**config.mk**
```make
export PLATFORM = sky130hd
export DESIGN_NAME = reg_bank_dump
export DESIGN_NICKNAME = d
export VERILOG_FILES = /design/src/rtl/reg_bank_dump.sv
export SDC_FILE = /design/constraint.sdc
export NUM_CORES = 1
export LEC_CHECK = 0
export BUFFER_PORTS_ARGS = -buffer_cell sky130_fd_sc_hd__buf_2
export CAP_MARGIN = 5
export CELL_PAD_IN_SITES_DETAIL_PLACEMENT = 0
export CELL_PAD_IN_SITES_GLOBAL_PLACEMENT = 1
export CORE_UTILIZATION = 24
export CTS_CLUSTER_SIZE = 12
export DETAILED_ROUTE_END_ITERATION = 10
export GPL_TIMING_DRIVEN = 0
export PLACE_DENSITY = 0.45
export SLEW_MARGIN = 20
export SYNTH_ARGS = -nofsm -noshare
export SYNTH_HDL_FRONTEND = slang
export SYNTH_SLANG_ARGS = --single-unit
```
**constraint.sdc**
```tcl
create_clock -name Clk -period 8.75 [get_ports Clk]
set_input_delay 0.4375 -clock Clk [delete_from_list [all_inputs] [get_ports Clk]]
set_output_delay 0.4375 -clock Clk [all_outputs]
set_load 0.01 [all_outputs]
```
**src/rtl/reg_bank_dump.sv**
```systemverilog
// 16x16 register bank with two async read ports and a valid/ready dump streamer (R0 first).
// Define REG_DUMP_CHECKSUM_EN to append an XOR checksum word to each dump.
module reg_bank_dump #(
  parameter int WIDTH  = 16,
  parameter int DEPTH  = 16,
  parameter int ADDR_W = 4
) (
  input  logic              Clk,
  input  logic              Reset,
  input  logic              Wr_En,
  input  logic [ADDR_W-1:0] Wr_Addr,
  input  logic [WIDTH-1:0]  Wr_Data,
  input  logic [ADDR_W-1:0] Rd_Addr_A,
  output logic [WIDTH-1:0]  Rd_Data_A,
  input  logic [ADDR_W-1:0] Rd_Addr_B,
  output logic [WIDTH-1:0]  Rd_Data_B,
  input  logic              Dump_Start,
  input  logic              Dump_Ready,
  output logic              Dump_Valid,
  output logic [WIDTH-1:0]  Dump_Data,
  output logic              Dump_Busy,
  output logic              Dump_Done
);
  localparam logic [ADDR_W-1:0] LAST = ADDR_W'(DEPTH - 1);

  typedef enum logic [1:0] {
    IDLE = 2'd0,
    SEND = 2'd1,
`ifdef REG_DUMP_CHECKSUM_EN
    CSUM = 2'd3,
`endif
    DONE = 2'd2
  } state_t;

  state_t                        state, state_nxt;
  logic [DEPTH-1:0][WIDTH-1:0]   bank;
  logic [ADDR_W-1:0]             idx, idx_inc;
  logic [WIDTH-1:0]              data_q;
  logic                          accept;
`ifdef REG_DUMP_CHECKSUM_EN
  logic [WIDTH-1:0]              csum;
`endif

  assign Rd_Data_A = bank[Rd_Addr_A];
  assign Rd_Data_B = bank[Rd_Addr_B];
  assign Dump_Data = data_q;
  assign accept    = Dump_Valid & Dump_Ready;
  assign idx_inc   = idx + 1'b1;

  always_ff @(posedge Clk or posedge Reset) begin
    if (Reset) bank <= '0;
    else if (Wr_En) bank[Wr_Addr] <= Wr_Data;
  end

  always_ff @(posedge Clk or posedge Reset) begin
    if (Reset) state <= IDLE;
    else       state <= state_nxt;
  end

  always_comb begin
    state_nxt  = state;
    Dump_Valid = 1'b0;
    Dump_Busy  = 1'b0;
    Dump_Done  = 1'b0;
    case (state)
      IDLE: if (Dump_Start) state_nxt = SEND;
      SEND: begin
        Dump_Valid = 1'b1;
        Dump_Busy  = 1'b1;
`ifdef REG_DUMP_CHECKSUM_EN
        if (Dump_Ready && idx == LAST) state_nxt = CSUM;
`else
        if (Dump_Ready && idx == LAST) state_nxt = DONE;
`endif
      end
`ifdef REG_DUMP_CHECKSUM_EN
      CSUM: begin
        Dump_Valid = 1'b1;
        Dump_Busy  = 1'b1;
        if (Dump_Ready) state_nxt = DONE;
      end
`endif
      DONE: begin
        Dump_Done = 1'b1;
        state_nxt = IDLE;
      end
      default: state_nxt = IDLE;
    endcase
  end

  // data_q only loads on start or accept, so writes never disturb a presented word
  always_ff @(posedge Clk or posedge Reset) begin
    if (Reset) begin
      idx    <= '0;
      data_q <= '0;
`ifdef REG_DUMP_CHECKSUM_EN
      csum   <= '0;
`endif
    end else if (state == IDLE) begin
      if (Dump_Start) begin
        idx    <= '0;
        data_q <= bank[0];
`ifdef REG_DUMP_CHECKSUM_EN
        csum   <= '0;
`endif
      end
    end else if (state == SEND && accept) begin
`ifdef REG_DUMP_CHECKSUM_EN
      csum <= csum ^ data_q;
`endif
      if (idx == LAST) begin
`ifdef REG_DUMP_CHECKSUM_EN
        data_q <= csum ^ data_q;
`endif
      end else begin
        idx    <= idx_inc;
        data_q <= bank[idx_inc];
      end
    end
  end
endmodule

```
======== Word-level counts from Yosys, hierarchy flattened ========
Cells that the tools add are included.
storage, ports and cells
  register bits after elaboration ......... 278
  input port bits ......................... 33
  output and inout port bits .............. 51
  word-level logic and storage cells ...... 61
operators by class
  add/sub/neg operators ................... 1
  magnitude comparators ................... 5
  equality and inequality tests ........... 6
  multiplexer cells ....................... 22
  bitwise gates (word level) .............. 1
  reductions and logical operators ........ 7
operators with widths
  cell                                                                                  count
  256-bit bitwise mux                                                                   1
  16-bit binary-select mux with 4-bit select                                            3
  16-bit 2-to-1 mux                                                                     8
  16-bit demux with 4-bit select                                                        1
  4-bit by 5-bit < comparator with 1-bit output (second input constant)                 4
  4-bit 2-to-1 mux                                                                      4
  4-bit by 1-bit adder with 4-bit output (second input constant)                        1
  4-bit == test (second input constant)                                                 1
  4-bit by 1-bit greater-or-equal comparator with 1-bit output (second input constant)  1
  2-bit 2-to-1 mux                                                                      2
  2-bit != test (second input constant)                                                 2
  2-bit one-hot mux with 2 select lines                                                 1
  1-bit logical AND                                                                     3
  3-bit AND reduction                                                                   1
  2-bit by 1-bit == test with 1-bit output (second input constant)                      1
  2-bit == test (second input constant)                                                 1
  2-bit zero test                                                                       1
  1-bit 2-to-1 mux                                                                      2
  2-bit by 1-bit != test with 1-bit output (second input constant)                      1
  2-bit AND reduction                                                                   1
  2-bit nonzero test                                                                    1
  1-bit bitwise AND                                                                     1

======== Logic depth before layout (Yosys ltp) ========
Gate-level depths: netlist (run 1).
  depth in word-level cells ............... 6
  mapped depth ............................ 8
  depth with buffers taken out ............ 6

======== Worst setup path after synthesis (run 1) ========
OpenSTA, ideal clock, no wires.
  path kind ............................... input -> output
  from .................................... in Rd_Addr_A[0]
  to ...................................... out Rd_Data_A[0]
  data arrival time ....................... 1.927 ns
  setup slack ............................. 6.386 ns
  cell stages on the path ................. 5
  path through ............................ buf_4 -> buf_2 -> buf_2 -> mux4_2 -> mux4_2
between the ends
  longest elaborated chain between the ends .. 2
RTL lines
  element                                     line  RTL
  from (decl)                                 13    input logic [ADDR_W-1:0] Rd_Addr_A,
  16-bit binary-select mux with 4-bit select  44    assign Rd_Data_A = bank[Rd_Addr_A];
  16-bit 2-to-1 mux (implied by the code)     44
  to (decl)                                   14    output logic [WIDTH-1:0] Rd_Data_A,
No other way between the ends. The select of a mux whose other input is x is not followed.

======== Worst setup path in the final report (run 1) ========
  from .................................... in Rd_Addr_A[3]
  to ...................................... out Rd_Data_A[5]
Same word-level chain as after synthesis.

==> flow_summary.yaml, run 1 <==
hold_path:
  hold_depth: 3
  hp-class: "in -> reg"
  worstHoldStart: "Dump_Start"
  holdPathEnd: "state[0]$_DFFE_PP0P_"
yosys:
  syn_nets: 1061
  synth_ff_type: "dfrtp_1"
  synthCells: 1027
  synth_top_family_by_area: "multiplexers"
  synth_async_sr_flop_share_pct: 100.0
  synth_edf_count: 0
  synth-simple-area-share_pct: 3.026
  yosysSeqAreaShare_pct: 42.60
  synthTopCellsByCount: "278 x dfrtp_1, 256 x mux2_2, 220 x mux4_2, 52 x buf_2, 40 x nand2_1"
  yosys_warnings: 0
  synth_fa_ha_area_share_pct: 0.07662
  ys_types: 29
  synth_largest_area_cell: "dfrtp_1"
  syn_area_per_cell_um2: 15.90
  synth-seq-cells: 278
  synth_area_leaders: "dfrtp_1 43%, mux4_2 30%, mux2_2 18%"
  synth_xor_area_share_pct: 0.2069
  syn-cell-area_um2: 16330
  synth_top_area_share_pct: 42.60
  yosysMostFrequentCell: "dfrtp_1"
  synth-compound-area-share_pct: 2.184
  synthMuxAreaShare_pct: 48.64
clock_network:
  cts_tree: "built"
  cts_max_path_buffers: 3
  clock_latency_ns: 0.56
  cts.repair.resized: 0
  postCtsSetupBuffers: 0
  htreeDepth: 2
  cts_buffers: 37
  cts.clk_slew.worst_paths_ns: 0.05
  clock-sinks: 278
  root_buffer: "clkbuf_16"
finish:
  final.fill_count: 6823
  areaGrowthSynthToFinish_pct: 16.89
  fin_nets: 1179
  drive_gt1_share_pct: 59.09
  final_design_area_no_fill_um2: 19090
  diodes: 0
timing:
  slew_violations: 0
  period_minus_slack_ns: 3.359
  fin_tns_setup_ns: 0
  hold_ws_ns: 0.1958
  timing.fmax_mhz: 297.7
  setup-violations-final: 0
  fin_crit_sh_pct: 38.39
  hold_violations: 0
  tightest_slew_ns: 1.230
  rsz0062_at_grt: "false"
  slew_headroom_pct: 17.99
  clock-skew-final_ns: 0.01590
placed_design:
  placed_cell_area_um2: 17910
  hpwl_um: 43820
  gp_congestion: 0.7889
  portBuffers: 75
route:
  avgRoutedWirePerCell_um: 32.36
  routed_wl_um: 65980
  drtAntennaViolNets: 0
  viasPerCell: 5.340
  drc: 0
  dr.pass1.iters: 5
  first_iter_violations: 909
  vias: 10890
power_and_ir_drop:
  switching_power_mw: 2.100
  power_mw: 5.797
  power.clock.fraction_pct: 26.0
  p_leak_nw: 7.651
  seqPwrFrac_pct: 33.3
  share_comb_of_total_power_pct: 40.7
  switching_share_pct: 36.23
  irDropWorstVdd_mv: 0.1589
  powerDensity_nw_per_um2: 303.7
  internal_power_mw: 3.697
worst_setup_path:
  start_kind: "input port"
  reg2reg_to: "Dump_Data[2]$_DFFE_PP0P_"
  cp.arrival_ns: 2.92
  crit_slowest_cell: "clkbuf_1"
  critPathMaxFanout: 10
  cp_cell_sequence: "buf_1, clkbuf_1, mux4_2, buf_2"
  crit_path_end_kind: "primary output"
  rrSetupSlack_ns: 5.42
  worstPathRequired_ns: 8.31
  critical-path-max-stage-delay_ns: 0.98
  cp_top_family: "buffers and inverters"
  r2r_cells: 8
  crit_type: "in -> out"
  reg2reg_from: "idx[1]$_DFFE_PP0P_"
  path_buf_inv: 3
global_routing:
  antenna_found_initial: 3
  grt_pass1_vias: 11410
  overflow: 0
  grt_max_degree: 84
  grt_pass1_wl_um: 92970
  grt_usage_pct: 19.35
job:
  drv_cap: 0
outcome:
  status: "finished, final reports clean"
floorplan:
  core_area_um2: 67280
  die_area_um2: 69090
  die_h_um: 262.9
  ios: 84
  start_util_pct: 24.27
  rows: 95
  die_x_um: 262.9
[what timing repair did]
| action | CTS | global route |
|---|---|---|
| endpoints found under the hold margin | 58 | 0 |
| hold buffers | 1 | 0 |
| endpoints found under the setup margin | 0 | 0 |
[state kept, by name (all words and copies together), names as in the netlist]
register,cells
Dump_Data,16
idx,4
bank,256
state,2
[per-stage QoR]
step | setup slack [ns] | cells | util, %
floorplan | 0.6470 | 1027 | -
global placement | -3.567 | 1975 | 26.46
detailed placement | 5.419 | 1978 | 26.62
CTS | 5.406 | 2039 | 28.36
global route | 5.235 | 2039 | 28.37
finish | 5.391 | 2039 | 28.37
[power by group through the flow]
stage	registers (mW)	clock network [mW]	logic, mW
after floorplan	1.84	0	1.60
after global placement	1.94	0	2.36
after detailed placement	1.95	0	2.37
after CTS	1.92	1.55	2.38
after global routing	1.98	1.59	2.49
final	1.93	1.51	2.36
[cells in the final DEF, fill, tap and decap left out, types with 2 or more instances in the layout]
| cell | n |
|---|---|
| clkbuf_16 | 39 |
| buf_1 | 2 |
| o21ai_0 | 2 |
| nor2b_1 | 4 |
| buf_16 | 3 |
| clkbuf_8 | 7 |
| buf_2 | 127 |
| nor2_1 | 26 |
| buf_6 | 4 |
| nand2_1 | 40 |
| clkinv_2 | 6 |
| clkbuf_1 | 36 |
| nand2b_1 | 4 |
| dfrtp_1 | 278 |
| and3_1 | 16 |
| nand3_1 | 4 |
| o22ai_1 | 16 |
| a221oi_1 | 16 |
| buf_4 | 12 |
| mux4_1 | 4 |
| mux4_2 | 220 |
| clkbuf_2 | 3 |
| or3_1 | 3 |
| and2_1 | 2 |
| mux2_2 | 256 |
| nor2_2 | 6 |
| a21o_1 | 2 |
| a21oi_1 | 15 |
| nand3b_1 | 2 |
[area by class of cell]
class / instances / area (um^2) / area share [%]
Inverter: 2 / 15.01 / 0.07866
Tap cell: 873 / 1092 / 5.722
Clock inverter: 8 / 68.82 / 0.3605
Sequential cell: 278 / 6957 / 36.44
Buffer: 103 / 530.5 / 2.779
Clock buffer: 52 / 1095 / 5.735
Multi-Input combinational cell: 644 / 8862 / 46.43
Timing Repair Buffer: 79 / 467.9 / 2.451
[how the worst max path moves through the flow]
stage	from	to	slack (ns)	cells after the start
final	Rd_Addr_A[3]	Rd_Data_A[5]	5.39	4
after global routing	idx[1]$_DFFE_PP0P_	Dump_Data[7]$_DFFE_PP0P_	5.23	8
after CTS	idx[1]$_DFFE_PP0P_	Dump_Data[1]$_DFFE_PP0P_	5.41	8
after detailed placement	idx[1]$_DFFE_PP0P_	Dump_Data[1]$_DFFE_PP0P_	5.42	8
after global placement	Reset	bank[68]$_DFFE_PP0P_	-3.57	2
after floorplan	Reset	Dump_Data[0]$_DFFE_PP0P_	0.65	1
[logic make-up (layout without fill, tap and decap cells)]
kind of cell / count (synthesis) / in the layout
AND/OR/NAND/NOR: 108 / 108
XOR/XNOR: 3 / 3
AO/OA/AOI/OAI: 52 / 52
buffers and inverters: 105 / 244
flip-flops: 278 / 278
multiplexers: 480 / 480
adder cells (fa/ha/maj): 1 / 1
[routing by layer]
layer  vias up  global-route usage, %  share of wire (%)
li1       4368                      -                  -
met1      6006                  26.21                 43
met2       402                  30.99                 47
met3       111                  4.020                6.6
met4         2                  5.974                3.0
met5         -                      0              0.020
[worst min-delay path, cell delays in order]
cell and delay (ns):
buf_2 0.10, o22ai_1 0.07, nor2_1 0.09
No activity file was read; power rests on OpenSTA's default activity.
==> run 2, diff against run 1 <==
--- a/config.mk
+++ b/config.mk
@@ -13,7 +13,7 @@
 export CTS_CLUSTER_SIZE = 12
 export DETAILED_ROUTE_END_ITERATION = 10
 export GPL_TIMING_DRIVEN = 0
-export PLACE_DENSITY = 0.45
+export PLACE_DENSITY = 0.46
 export SLEW_MARGIN = 20
 export SYNTH_ARGS = -nofsm -noshare
 export SYNTH_HDL_FRONTEND = slang
==> constraint.sdc (replaced) <==
create_clock -name Clk -period 3 [get_ports Clk]
set_input_delay 0.15 -clock Clk [delete_from_list [all_inputs] [get_ports Clk]]
set_output_delay 0.15 -clock Clk [all_outputs]
set_load 0.01 [all_outputs]
==> flow_summary.yaml, run 2 (synthesis results as in run 1) <==
outcome:
  status: "finished, final reports clean"
clock_network:
  cts.clk_slew.worst_paths_ns: 0.06
  root_buffer: "clkbuf_16"
  htreeDepth: 2
  cts_max_path_buffers: 3
  clock_latency_ns: 0.55
  postCtsSetupBuffers: 0
  cts_tree: "built"
  cts_buffers: 36
  clock-sinks: 278
worst_setup_path:
  crit_type: "reg -> reg"
  critPathMaxFanout: 10
  start_kind: "flop"
  rrSetupSlack_ns: 0.17
  startpoint: "idx[1]$_DFFE_PP0P_"
  cp.arrival_ns: 3.30
  reg2reg_to: "Dump_Data[5]$_DFFE_PP0P_"
  worstPathRequired_ns: 3.47
  r2r_cells: 8
  reg2reg_from: "idx[1]$_DFFE_PP0P_"
  crit_path_end_kind: "flop"
timing:
  setup_slack_ns: 0.1724
  hold_ws_ns: 0.06253
  fin_tns_setup_ns: 0
  rsz0062_at_grt: "false"
  fin_crit_sh_pct: 94.25
  slew_headroom_pct: 18.16
  hold_violations: 0
  timing.fmax_mhz: 353.7
  period_minus_slack_ns: 2.828
  setup-violations-final: 0
  slew_violations: 0
  clock-skew-final_ns: 0.01291
  tightest_slew_ns: 1.228
route:
  dr.pass1.iters: 5
  vias: 11030
  viasPerCell: 5.340
  first_iter_violations: 802
  avgRoutedWirePerCell_um: 32.02
  drc: 0
  drtAntennaViolNets: 0
  routed_wl_um: 66130
power_and_ir_drop:
  power.clock.fraction_pct: 25.8
  switching_power_mw: 6.101
  powerDensity_nw_per_um2: 871.4
  internal_power_mw: 10.81
  irDropWorstVdd_mv: 0.4502
  switching_share_pct: 36.08
  share_comb_of_total_power_pct: 40.9
  power_mw: 16.91
  p_leak_nw: 7.781
  seqPwrFrac_pct: 33.3
floorplan:
  die_area_um2: 69090
  ios: 84
  rows: 95
  die_h_um: 262.9
  core_area_um2: 67280
  die_x_um: 262.9
  start_util_pct: 24.27
global_routing:
  antenna_found_initial: 1
  overflow: 0
  grt_usage_pct: 19.37
  grt_max_degree: 32
  grt_pass1_wl_um: 93500
  grt_pass1_vias: 11500
finish:
  fin_nets: 1204
  drive_gt1_share_pct: 58.05
  final_core_util_pct: 28.84
  areaGrowthSynthToFinish_pct: 18.82
  top_register: "bank"
  final_design_area_no_fill_um2: 19400
  diodes: 0
  layout_common_cells: "278 x dfrtp_1, 256 x mux2_2, 220 x mux4_2"
  final_common_cell: "dfrtp_1"
  final.fill_count: 6785
  layoutNonFillerInstCount: 2065
  largest_reg_flops: 256
placed_design:
  gp_congestion: 0.8030
  hpwl_um: 44090
  post-place-ws_ns: -0.2813
  portBuffers: 75
  placed_cell_area_um2: 18060
  dp.cells: 1986
job:
  drv_cap: 0
hold_path:
  hp-class: "in -> async"
run 2: cell type report:
class                           instances  area [um^2]  area share (%)
Buffer                                103        531.8           2.741
Multi-Input combinational cell        644         8860           45.66
Tap cell                              873         1092           5.629
Sequential cell                       278         6957           35.85
Clock inverter                          7        87.58          0.4514
Timing Repair Buffer                  105        808.3           4.166
Inverter                                2        11.26         0.05803
Clock buffer                           53         1056           5.442
run 2: per-layer routing:
layer	wire [um]	track usage, %	vias to the layer above
met5	0	0	-
met4	1853	5.706	0
met3	3661	3.476	95
met2	31850	31.48	391
met1	28760	26.32	6140
li1	-	-	4401
run 2: critical path, cell delays in order (launching register included):
cell	delay (ns)
dfrtp_1	0.39
ha_1	0.29
buf_4	0.24
buf_2	0.42
inv_1	0.19
nor2_4	0.35
buf_2	0.47
a221oi_1	0.19
o22ai_1	0.19
run 2: what timing repair did:
action / in CTS / in global routing
resized for setup: 2 / 0
hold buffers: 19 / 0
endpoints found under the hold margin: 207 / 0
endpoints found under the setup margin: 10 / 0
run 2: how the worst max path moves through the flow:
stage | slack, ns | to
6_report | 0.17 | Dump_Data[5]$_DFFE_PP0P_
3_3_place_gp | -2.97 | bank[68]$_DFFE_PP0P_
2_1_floorplan | -0.83 | Dump_Data[0]$_DFFE_PP0P_
3_5_place_dp | -0.28 | Dump_Data[5]$_DFFE_PP0P_
5_1_grt | 0.04 | Dump_Data[7]$_DFFE_PP0P_
4_1_cts | 0.16 | Dump_Data[12]$_DFFE_PP0P_
run 2: power by group through the flow:
stage / Clock [mW] / Combinational (mW) / Sequential, mW
finish: 4.35 / 6.92 / 5.64
global route: 4.60 / 7.33 / 5.78
CTS: 4.46 / 6.99 / 5.62
detailed placement: 0 / 6.92 / 5.68
global placement: 0 / 6.87 / 5.65
floorplan: 0 / 4.67 / 5.38
==> run 3, diff against run 2 <==
--- a/config.mk
+++ b/config.mk
@@ -13,7 +13,7 @@
 export CTS_CLUSTER_SIZE = 12
 export DETAILED_ROUTE_END_ITERATION = 10
 export GPL_TIMING_DRIVEN = 0
-export PLACE_DENSITY = 0.46
+export PLACE_DENSITY = 0.45
 export SLEW_MARGIN = 20
 export SYNTH_ARGS = -nofsm -noshare
 export SYNTH_HDL_FRONTEND = slang
==> constraint.sdc (replaced) <==
create_clock -name Clk -period 3.1 [get_ports Clk]
set_input_delay 0.155 -clock Clk [delete_from_list [all_inputs] [get_ports Clk]]
set_output_delay 0.155 -clock Clk [all_outputs]
set_load 0.01 [all_outputs]
==> flow_summary.yaml, run 3 (synthesis results as in run 1) <==
outcome:
  status: "finished, final reports clean"
placed_design:
  portBuffers: 75
  placed_cell_area_um2: 18030
  hpwl_um: 44740
  gp_congestion: 0.7902
  dp.cells: 1986
timing:
  hold_violations: 0
  slew_violations: 0
  fin_crit_sh_pct: 93.08
  rsz0062_at_grt: "false"
  period_minus_slack_ns: 2.885
  slew_headroom_pct: 19.77
  clock-skew-final_ns: 0.01416
  timing.fmax_mhz: 346.6
  tightest_slew_ns: 1.199
  setup-violations-final: 0
worst_setup_path:
  rrSetupSlack_ns: 0.21
  reg2reg_from: "idx[1]$_DFFE_PP0P_"
  cp_common_cell: "buf_2"
  cp.arrival_ns: 3.35
  start_kind: "flop"
  crit_type: "reg -> reg"
  r2r_cells: 8
  critPathMaxFanout: 10
  reg2reg_to: "Dump_Data[5]$_DFFE_PP0P_"
  critical-path-max-stage-delay_ns: 0.48
  crit_path_end: "Dump_Data[5]$_DFFE_PP0P_"
  crit_slowest_cell: "buf_2"
  cp_cell_sequence: "ha_1, buf_4, buf_2, inv_1, nor2_4, buf_2, a221oi_1, o22ai_1"
  startpoint: "idx[1]$_DFFE_PP0P_"
  worstPathRequired_ns: 3.57
  crit_path_end_kind: "flop"
clock_network:
  postCtsSetupBuffers: 0
  cts_max_path_buffers: 3
  cts_tree: "built"
  root_buffer: "clkbuf_16"
  htreeDepth: 2
  clock_latency_ns: 0.56
  cts.clk_slew.worst_paths_ns: 0.06
  cts_buffers: 36
  clock-sinks: 278
floorplan:
  ios: 84
  die_area_um2: 69090
  die_x_um: 262.9
  die_h_um: 262.9
  core_area_um2: 67280
  rows: 95
  start_util_pct: 24.27
global_routing:
  grt_pass1_wl_um: 93760
  grt_pass1_vias: 11680
  grt_max_degree: 32
  antenna_found_initial: 0
  grt_usage_pct: 19.48
  overflow: 0
route:
  drc: 0
  avgRoutedWirePerCell_um: 32.13
  viasPerCell: 5.368
  vias: 11100
  routed_wl_um: 66410
  drtAntennaViolNets: 0
  dr.pass1.iters: 5
  first_iter_violations: 779
finish:
  drive_gt1_share_pct: 58.27
  final_design_area_no_fill_um2: 19380
  final_common_cell: "dfrtp_1"
  layout_common_cells: "278 x dfrtp_1, 256 x mux2_2, 220 x mux4_2"
  top_register: "bank"
  multiInputGateArea_um2: 8855
  final.fill_count: 6825
  regArea_um2: 6957
  areaGrowthSynthToFinish_pct: 18.67
  layoutNonFillerInstCount: 2067
  fin_nets: 1204
  largest_reg_flops: 256
job:
  drv_cap: 0
power_and_ir_drop:
  power_mw: 16.34
  irDropWorstVdd_mv: 0.3659
  p_leak_nw: 7.769
  powerDensity_nw_per_um2: 843.4
hold_path:
  hp-class: "in -> async"
-- run 3: changes by cell type in the layout (fill, tap and decap cells not counted), moves of 2 or more --
| cell | change |
|---|---|
| buf_12 | +3 |
| diode_2 | +3 |
| buf_16 | -3 |
| bufinv_16 | -2 |
| clkbuf_8 | +5 |
| clkbuf_1 | -3 |
-- run 3: worst max-delay path, delay by kind of cell (launching register included) --
kind / cells / cell delay (ns)
AO/OA/AOI/OAI: 2 / 0.38
adder cells (fa/ha/maj): 1 / 0.28
buffers and inverters: 4 / 1.36
flip-flops: 1 / 0.39
AND/OR/NAND/NOR: 1 / 0.37
-- run 3: what timing repair did --
| action | CTS | global route |
|---|---|---|
| hold endpoints to repair | 252 | 0 |
| pin swaps | 0 | 0 |
| hold buffers | 19 | 0 |
| endpoints found under the setup margin | 9 | 3 |
| resized for setup | 1 | 1 |
-- run 3: final cells by class --
type / count / area share, %
clock inverters: 4 / 0.1356
repair buffers: 105 / 4.055
well taps: 873 / 5.636
clock buffers: 55 / 5.746
inverters: 2 / 0.05811
diodes: 3 / 0.03874
flip-flops and latches: 278 / 35.90
multi-input cells: 644 / 45.69
plain buffers: 103 / 2.744
-- run 3: routing by layer --
| layer | routed length [um] | vias to the layer above | track usage, % |
|---|---|---|---|
| met5 | 0 | - | 0 |
| met4 | 1989 | 0 | 6.717 |
| met1 | 28660 | 6161 | 26.07 |
| met3 | 3836 | 99 | 3.401 |
| li1 | - | 4418 | - |
| met2 | 31930 | 417 | 31.75 |
-- run 3: per-stage QoR --
stage | utilization (%) | hold WS (ns) | worst slack, ns | TNS, ns
2_1_floorplan | - | 0.2809 | -0.7343 | -204.15
3_3_place_gp | 26.46 | 0.4672 | -2.939 | -809.25
3_5_place_dp | 26.81 | 0.09074 | -0.2201 | -1.701
4_1_cts | 28.79 | 0.06067 | 0.05887 | 0
5_1_grt | 28.79 | 0.1109 | 0.1594 | 0
6_report | 28.81 | 0.07207 | 0.2147 | 0
-- run 3: power by group --
part	switching [mW]	internal [mW]	leakage (nW)	total, mW
Sequential	0.893	4.56	3.41	5.45
Clock	1.68	2.46	0.567	4.14
Combinational	3.37	3.39	3.79	6.76
Total	5.95	10.4	7.77	16.3
-- run 3: worst min-delay path by stage --
stage	startpoint	to	slack, ns	depth (start not counted)
floorplan	Dump_Ready	state[1]$_DFFE_PP0P_	0.28	2
global placement	state[1]$_DFFE_PP0P_	state[0]$_DFFE_PP0P_	0.47	1
detailed placement	Reset	bank[205]$_DFFE_PP0P_	0.09	2
CTS	Reset	bank[205]$_DFFE_PP0P_	0.06	3
global route	Reset	bank[205]$_DFFE_PP0P_	0.11	3
finish	Reset	bank[205]$_DFFE_PP0P_	0.07	3
